===== config.mk =====
export PLATFORM = sky130hd
export DESIGN_NAME = ps2_keyboard_rx
export DESIGN_NICKNAME = d
export VERILOG_FILES = /design/src/rtl/ps2_pkg.sv /design/src/rtl/ps2_rx_fifo.sv /design/src/rtl/ps2_keyboard_rx.sv
export SDC_FILE = /design/constraint.sdc
export NUM_CORES = 1
export LEC_CHECK = 0
export BUFFER_PORTS_ARGS = -buffer_cell sky130_fd_sc_hd__buf_4
export CAP_MARGIN = 10
export CORE_MARGIN = 10
export CORE_UTILIZATION = 50
export DETAILED_ROUTE_END_ITERATION = 8
export GPL_TIMING_DRIVEN = 0
export PLACE_DENSITY = 0.66
export SYNTH_ARGS = -nofsm -noshare
export SYNTH_HDL_FRONTEND = slang
export SYNTH_HIERARCHICAL = 1
export SYNTH_SLANG_ARGS = --single-unit

===== constraint.sdc =====
create_clock -name CLOCK_50 -period 1.6 [get_ports CLOCK_50]
set_input_delay 0 -clock CLOCK_50 [delete_from_list [all_inputs] [get_ports CLOCK_50]]
set_output_delay 0 -clock CLOCK_50 [all_outputs]
set_load 0.005 [all_outputs]

===== src/rtl/ps2_pkg.sv =====
// Shared PS/2 receive definitions: receiver state encoding, frame geometry,
// default watchdog length for a 50 MHz system clock, and common scan-code prefixes.
package ps2_pkg;

   typedef enum logic [1:0] {
      IDLE,
      DATA,
      PARITY,
      STOP
   } rx_state_t;

   localparam int FRAME_BITS = 11;

   // 1 ms at 50 MHz; well beyond the slowest legal PS/2 bit period.
   localparam int DEFAULT_TIMEOUT_CYCLES = 50000;

   localparam logic [7:0] BREAK_PREFIX = 8'hF0;
   localparam logic [7:0] EXT_PREFIX   = 8'hE0;

endpackage


===== src/rtl/ps2_rx_fifo.sv =====
// Synchronous show-ahead FIFO: head_data always presents the oldest entry.
// Pointers carry one extra wrap bit so full and empty are distinguishable.
module ps2_rx_fifo #(
   parameter int DEPTH = 8,
   parameter int WIDTH = 8
) (
   input  logic             clk,
   input  logic             rst_n,
   input  logic             push,
   input  logic [WIDTH-1:0] push_data,
   input  logic             pop,
   output logic [WIDTH-1:0] head_data,
   output logic             full,
   output logic             empty
);

   localparam int AW = $clog2(DEPTH);

   logic [WIDTH-1:0] mem [DEPTH];
   logic [AW:0]      wr_ptr;
   logic [AW:0]      rd_ptr;
   logic             do_push;
   logic             do_pop;

   assign empty   = (wr_ptr == rd_ptr);
   assign full    = (wr_ptr[AW] != rd_ptr[AW]) && (wr_ptr[AW-1:0] == rd_ptr[AW-1:0]);
   assign do_pop  = pop && !empty;
   // A push into a full queue is still accepted when a pop frees a slot this cycle.
   assign do_push = push && (!full || do_pop);

   always_ff @(posedge clk or negedge rst_n) begin
      if (!rst_n) begin
         wr_ptr <= '0;
         rd_ptr <= '0;
      end else begin
         if (do_push) wr_ptr <= wr_ptr + 1'b1;
         if (do_pop)  rd_ptr <= rd_ptr + 1'b1;
      end
   end

   always_ff @(posedge clk) begin
      if (do_push) mem[wr_ptr[AW-1:0]] <= push_data;
   end

   assign head_data = empty ? '0 : mem[rd_ptr[AW-1:0]];

endmodule


===== src/rtl/ps2_keyboard_rx.sv =====
// Receive-only PS/2 keyboard front end: synchronise and deglitch the pads,
// deserialise 11-bit frames, and queue good scan codes behind a valid/ready port.
module ps2_keyboard_rx
   import ps2_pkg::*;
#(
   parameter int FIFO_DEPTH     = 8,
   parameter int SYNC_STAGES    = 2,
   parameter int FILTER_LEN     = 4,
   parameter int TIMEOUT_CYCLES = DEFAULT_TIMEOUT_CYCLES
) (
   input  logic       CLOCK_50,
   input  logic       RESET_N,
   input  logic       PS2_CLK,
   input  logic       PS2_DAT,
   output logic [7:0] rd_data,
   output logic       rd_valid,
   input  logic       rd_ready,
   output logic       overflow,
   input  logic       clr_overflow,
   output logic       frame_err,
   output logic       busy
);

   localparam int FCW = $clog2(FILTER_LEN + 1);
   localparam int TCW = $clog2(TIMEOUT_CYCLES + 1);

   logic [1:0]             rst_pipe;
   logic                   rst_sync_n;
   logic [SYNC_STAGES-1:0] clk_sync;
   logic [SYNC_STAGES-1:0] dat_sync;
   logic                   clk_s;
   logic                   dat_s;
   logic                   clk_filt;
   logic [FCW-1:0]         filt_cnt;
   logic                   fall_edge;
   rx_state_t              state;
   rx_state_t              state_next;
   logic [7:0]             shift_reg;
   logic [2:0]             bit_cnt;
   logic                   parity_bit;
   logic [TCW-1:0]         idle_cnt;
   logic                   timeout;
   logic                   frame_ok;
   logic                   push_c;
   logic                   err_c;
   logic                   pop_c;
   logic                   fifo_full;
   logic                   fifo_empty;

   // Reset asserts immediately but releases only on a clock edge.
   always_ff @(posedge CLOCK_50 or negedge RESET_N) begin
      if (!RESET_N) rst_pipe <= '0;
      else          rst_pipe <= {rst_pipe[0], 1'b1};
   end
   assign rst_sync_n = rst_pipe[1];

   // Idle PS/2 lines are high, so the synchronisers reset to 1.
   always_ff @(posedge CLOCK_50 or negedge rst_sync_n) begin
      if (!rst_sync_n) begin
         clk_sync <= '1;
         dat_sync <= '1;
      end else begin
         clk_sync <= {clk_sync[SYNC_STAGES-2:0], PS2_CLK};
         dat_sync <= {dat_sync[SYNC_STAGES-2:0], PS2_DAT};
      end
   end
   assign clk_s = clk_sync[SYNC_STAGES-1];
   assign dat_s = dat_sync[SYNC_STAGES-1];

   always_ff @(posedge CLOCK_50 or negedge rst_sync_n) begin
      if (!rst_sync_n) begin
         clk_filt  <= 1'b1;
         filt_cnt  <= '0;
         fall_edge <= 1'b0;
      end else begin
         fall_edge <= 1'b0;
         if (clk_s == clk_filt) begin
            filt_cnt <= '0;
         end else if (filt_cnt == FCW'(FILTER_LEN - 1)) begin
            clk_filt  <= clk_s;
            filt_cnt  <= '0;
            fall_edge <= clk_filt;
         end else begin
            filt_cnt <= filt_cnt + 1'b1;
         end
      end
   end

   // A real edge in the same cycle takes priority over the watchdog.
   assign timeout  = (state != IDLE) && !fall_edge && (idle_cnt == TCW'(TIMEOUT_CYCLES - 1));
   assign frame_ok = ((^shift_reg) ^ parity_bit) & dat_s;

   always_ff @(posedge CLOCK_50 or negedge rst_sync_n) begin
      if (!rst_sync_n) state <= IDLE;
      else             state <= state_next;
   end

   always_comb begin
      state_next = state;
      if (fall_edge) begin
         case (state)
            IDLE:    if (!dat_s) state_next = DATA;
            DATA:    if (bit_cnt == 3'd7) state_next = PARITY;
            PARITY:  state_next = STOP;
            STOP:    state_next = IDLE;
            default: state_next = IDLE;
         endcase
      end else if (timeout) begin
         state_next = IDLE;
      end
   end

   always_comb begin
      push_c = 1'b0;
      err_c  = 1'b0;
      if (state == STOP && fall_edge) begin
         push_c = frame_ok;
         err_c  = !frame_ok;
      end
      if (timeout) err_c = 1'b1;
   end

   always_ff @(posedge CLOCK_50 or negedge rst_sync_n) begin
      if (!rst_sync_n) begin
         shift_reg  <= '0;
         bit_cnt    <= '0;
         parity_bit <= 1'b0;
         idle_cnt   <= '0;
      end else begin
         if (fall_edge) begin
            case (state)
               IDLE:    bit_cnt <= '0;
               DATA: begin
                  shift_reg <= {dat_s, shift_reg[7:1]};
                  bit_cnt   <= bit_cnt + 1'b1;
               end
               PARITY:  parity_bit <= dat_s;
               default: ;
            endcase
         end
         if (fall_edge || state == IDLE || timeout) idle_cnt <= '0;
         else                                       idle_cnt <= idle_cnt + 1'b1;
      end
   end

   assign pop_c = rd_ready && !fifo_empty;

   // A simultaneous set beats the clear.
   always_ff @(posedge CLOCK_50 or negedge rst_sync_n) begin
      if (!rst_sync_n) begin
         overflow  <= 1'b0;
         frame_err <= 1'b0;
         busy      <= 1'b0;
      end else begin
         if (push_c && fifo_full && !pop_c) overflow <= 1'b1;
         else if (clr_overflow)             overflow <= 1'b0;
         frame_err <= err_c;
         busy      <= (state_next != IDLE);
      end
   end

   ps2_rx_fifo #(
      .DEPTH (FIFO_DEPTH),
      .WIDTH (8)
   ) u_fifo (
      .clk       (CLOCK_50),
      .rst_n     (rst_sync_n),
      .push      (push_c),
      .push_data (shift_reg),
      .pop       (pop_c),
      .head_data (rd_data),
      .full      (fifo_full),
      .empty     (fifo_empty)
   );

   assign rd_valid = !fifo_empty;

endmodule


==> results.yml <==
worst_setup_path:
  timing.rr.end: "u_fifo/mem[0][0]"
  crit_buf_inv: 1
  cp.depth: 7
  crit_path_top_delay_cell: "dfrtp_2"
  r2r_cells: 7
  critPathTopFamily: "XOR/XNOR gates"
  criticalPathCategory: "flip-flop to flip-flop"
  crit_path_start_kind: "flip-flop"
  reg2reg_slack_ns: -0.82
  worstSetupEndpointType: "flip-flop"
  cp_max_fo: 8
  cp.arrival_ns: 2.66
  crit_path_max_incr_delay_ns: 0.44
  crit_chain: "xnor2_1 -> xnor3_1 -> xnor2_2 -> and3_4 -> nand2b_2 -> nor4_4 -> buf_12"
  reg2reg_from: "shift_reg[5]"
  worstSetupStartpoint: "shift_reg[5]"
  critPathCapture: "u_fifo/mem[0][0]"
  crit_required_ns: 1.84
clocking:
  htree_levels: 4
  cts_tree: "done"
  cts.sinks: 116
  max-clock-path-buffers: 2
  path_clk_slew_ns: 0.06
  cts_made_buffers: 17
  cts_root_buf: "clkbuf_8"
  clk_latency_ns: 0.52
finish:
  final_common_cell: "edfxtp_1"
  final_area_mm2: 0.00705
  n_fill_cell: 596
  final_util_pct: 72.1
  final_cell_mix: "64 x edfxtp_1, 56 x buf_4, 35 x dfrtp_1, 22 x nor2_1, 17 x clkbuf_16"
  drive_gt1_share_pct: 48.4
  synthToLayoutAreaGrowth_pct: 41.0
  nNetsFinal: 443
  largest_reg_flops: 64
  diodes: 0
logic_synthesis:
  syn_inst: 326
  syn_nets: 338
  syn-cell-area_mm2: 0.00500
  synth_ff_type: "edfxtp_1"
  synth.distinct_cells: 57
  ys_seq_area_share_pct: 64.6
  async_flop_share_pct: 44.8
  postSynthAreaPerCell_um2: 15.3
  synth-edff-count: 64
  yosys_register_bits: 116
  synth_warnings: 6
die:
  dieHeight_um: 120
  ios: 18
  core-area_mm2: 0.00977
  fp.dieW_um: 120
  dieArea_mm2: 0.0144
  start_util_pct: 51.2
  rows: 36
grt:
  grt_pass1_wl_um: 17500
  antenna_found_initial: 0
  grt_max_degree: 27
  grt-ovfl-total: 0
  grt_use_total_pct: 15.9
  first_global_vias: 3196
placement:
  place_hpwl_um: 5900
  place_congestion: 0.742
  dp_slack_ns: -1.31
  place_area_mm2: 0.00550
  portBuffers: 17
timing:
  skew_ns: 0.00439
  slew_headroom_pct: 57.8
  period_minus_slack_ns: 2.42
  slew_violations: 0
  max_freq_ghz: 0.413
  setup_viol: 83
  rsz0062_at_grt: "true"
  setup_ws_ns: -0.824
  period_share_pct: 152
  worstMarginPinSlew_ns: 0.632
  hold_ws_ns: 0.127
  hold_violations: 0
status:
  violations: "setup timing"
  status: "finished, violations left"
drt:
  viasPerCell: 5.37
  drt_wl_total_um: 10800
  wire_per_inst_um: 18.6
  route.detailed.drc: 0
  firstDrtPassIters: 4
  drtIter0Drc: 228
  vias: 3100
  postRouteAntennaNets: 0
power_and_ir_drop:
  p_leak_nw: 2.82
  ir_worst_vdd_uv: 730
  power.total_mw: 10.1
  power_density_mw_per_mm2: 1430
worst_hold_path:
  hold_start: "PS2_CLK"
  worstHoldPathType: "input pin to flip-flop"
flow_run:
  cap_violations: 0
## worst min path at each step
stage | end | slack, ns | cells past startpoint
final | clk_sync[0] | 0.13 | 2
after global routing | clk_sync[0] | 0.11 | 2
after detailed placement | rst_pipe[0] | -0.22 | 1
after CTS | clk_sync[0] | 0.11 | 2
after global placement | rst_pipe[1] | -0.22 | 1
after floorplan | rst_pipe[0] | -0.30 | 0
## per-stage QoR
step                setup TNS (ns)  std cells
floorplan                   -43.91        326
global placement           -102.56        476
detailed placement          -82.16        477
CTS                         -59.11        563
global route                -65.38        577
finish                      -58.05        577
## cells in the mapped netlist, types with 2 or more instances
| library cell | number | area, um^2 |
|---|---|---|
| or4_1 | 3 | 22.5 |
| nor2b_1 | 5 | 31.3 |
| nand2b_1 | 3 | 18.8 |
| xor2_1 | 5 | 43.8 |
| and3_1 | 6 | 37.5 |
| dfstp_2 | 5 | 131 |
| xnor2_2 | 2 | 32.5 |
| nor4b_1 | 3 | 26.3 |
| mux4_1 | 3 | 78.8 |
| buf_2 | 7 | 35.0 |
| nand4_1 | 4 | 25.0 |
| and4_1 | 2 | 17.5 |
| a21oi_1 | 8 | 40.0 |
| ha_1 | 6 | 75.1 |
| xnor2_1 | 15 | 131 |
| or3_1 | 3 | 18.8 |
| nand3b_1 | 2 | 15.0 |
| mux2_2 | 11 | 124 |
| nand2_1 | 16 | 60.1 |
| mux2i_1 | 8 | 80.1 |
| o31ai_1 | 3 | 22.5 |
| mux4_2 | 13 | 293 |
| nor2_1 | 26 | 97.6 |
| nand3_1 | 5 | 25.0 |
| nor4_1 | 2 | 12.5 |
| dfrtp_1 | 47 | 1180 |
| inv_1 | 5 | 18.8 |
| nor3_1 | 5 | 25.0 |
| buf_4 | 2 | 15.0 |
| o21ai_0 | 10 | 50.1 |
| o311ai_1 | 2 | 17.5 |
| edfxtp_1 | 64 | 1920 |
## power by group
group,total [mW],internal [mW],switching (mW)
clock network,3.92,2.53,1.38
logic,2.71,1.55,1.16
registers,3.44,3.29,0.151
total,10.1,7.38,2.69
## layer usage
metal / vias up / GRT usage (%) / part of all wire (%)
met3: 20 / 4.74 / 5.2
met1: 1567 / 20.2 / 43
li1: 1444 / - / -
met2: 69 / 25.0 / 50
met4: 0 / 6.71 / 2.0
met5: - / 0 / 0
## cells by family after synthesis
group	count (synthesis)	share of synthesized area, %
buffers and inverters	17	1.78
xor gates and xnor gates	24	5.15
adders and majority gates	6	1.50
AOI/OAI and AO/OA	29	3.95
other	1	0.0750
DFF	116	64.6
and+or+nand+nor	97	11.2
muxes	36	11.7
## area by class of cell
cell class / count / area (um^2) / area share [%]
Sequential cell: 116 / 3240 / 46.0
Tap cell: 133 / 166 / 2.36
Clock inverter: 15 / 204 / 2.89
Timing Repair Buffer: 87 / 885 / 12.5
Multi-Input combinational cell: 193 / 1970 / 27.9
Clock buffer: 17 / 414 / 5.88
Inverter: 5 / 21.3 / 0.302
Buffer: 11 / 146 / 2.08
## what timing repair did
action / CTS / global route
buffers inserted: 50 / 15
pin swaps: 24 / 24
hold buffers: 5 / 0
gates cloned: 1 / 0
hold endpoints to repair: 5 / 0
endpoints found under the setup margin: 105 / 109
resized for setup: 54 / 26
Note: power is estimated with default switching activity, not from simulation.
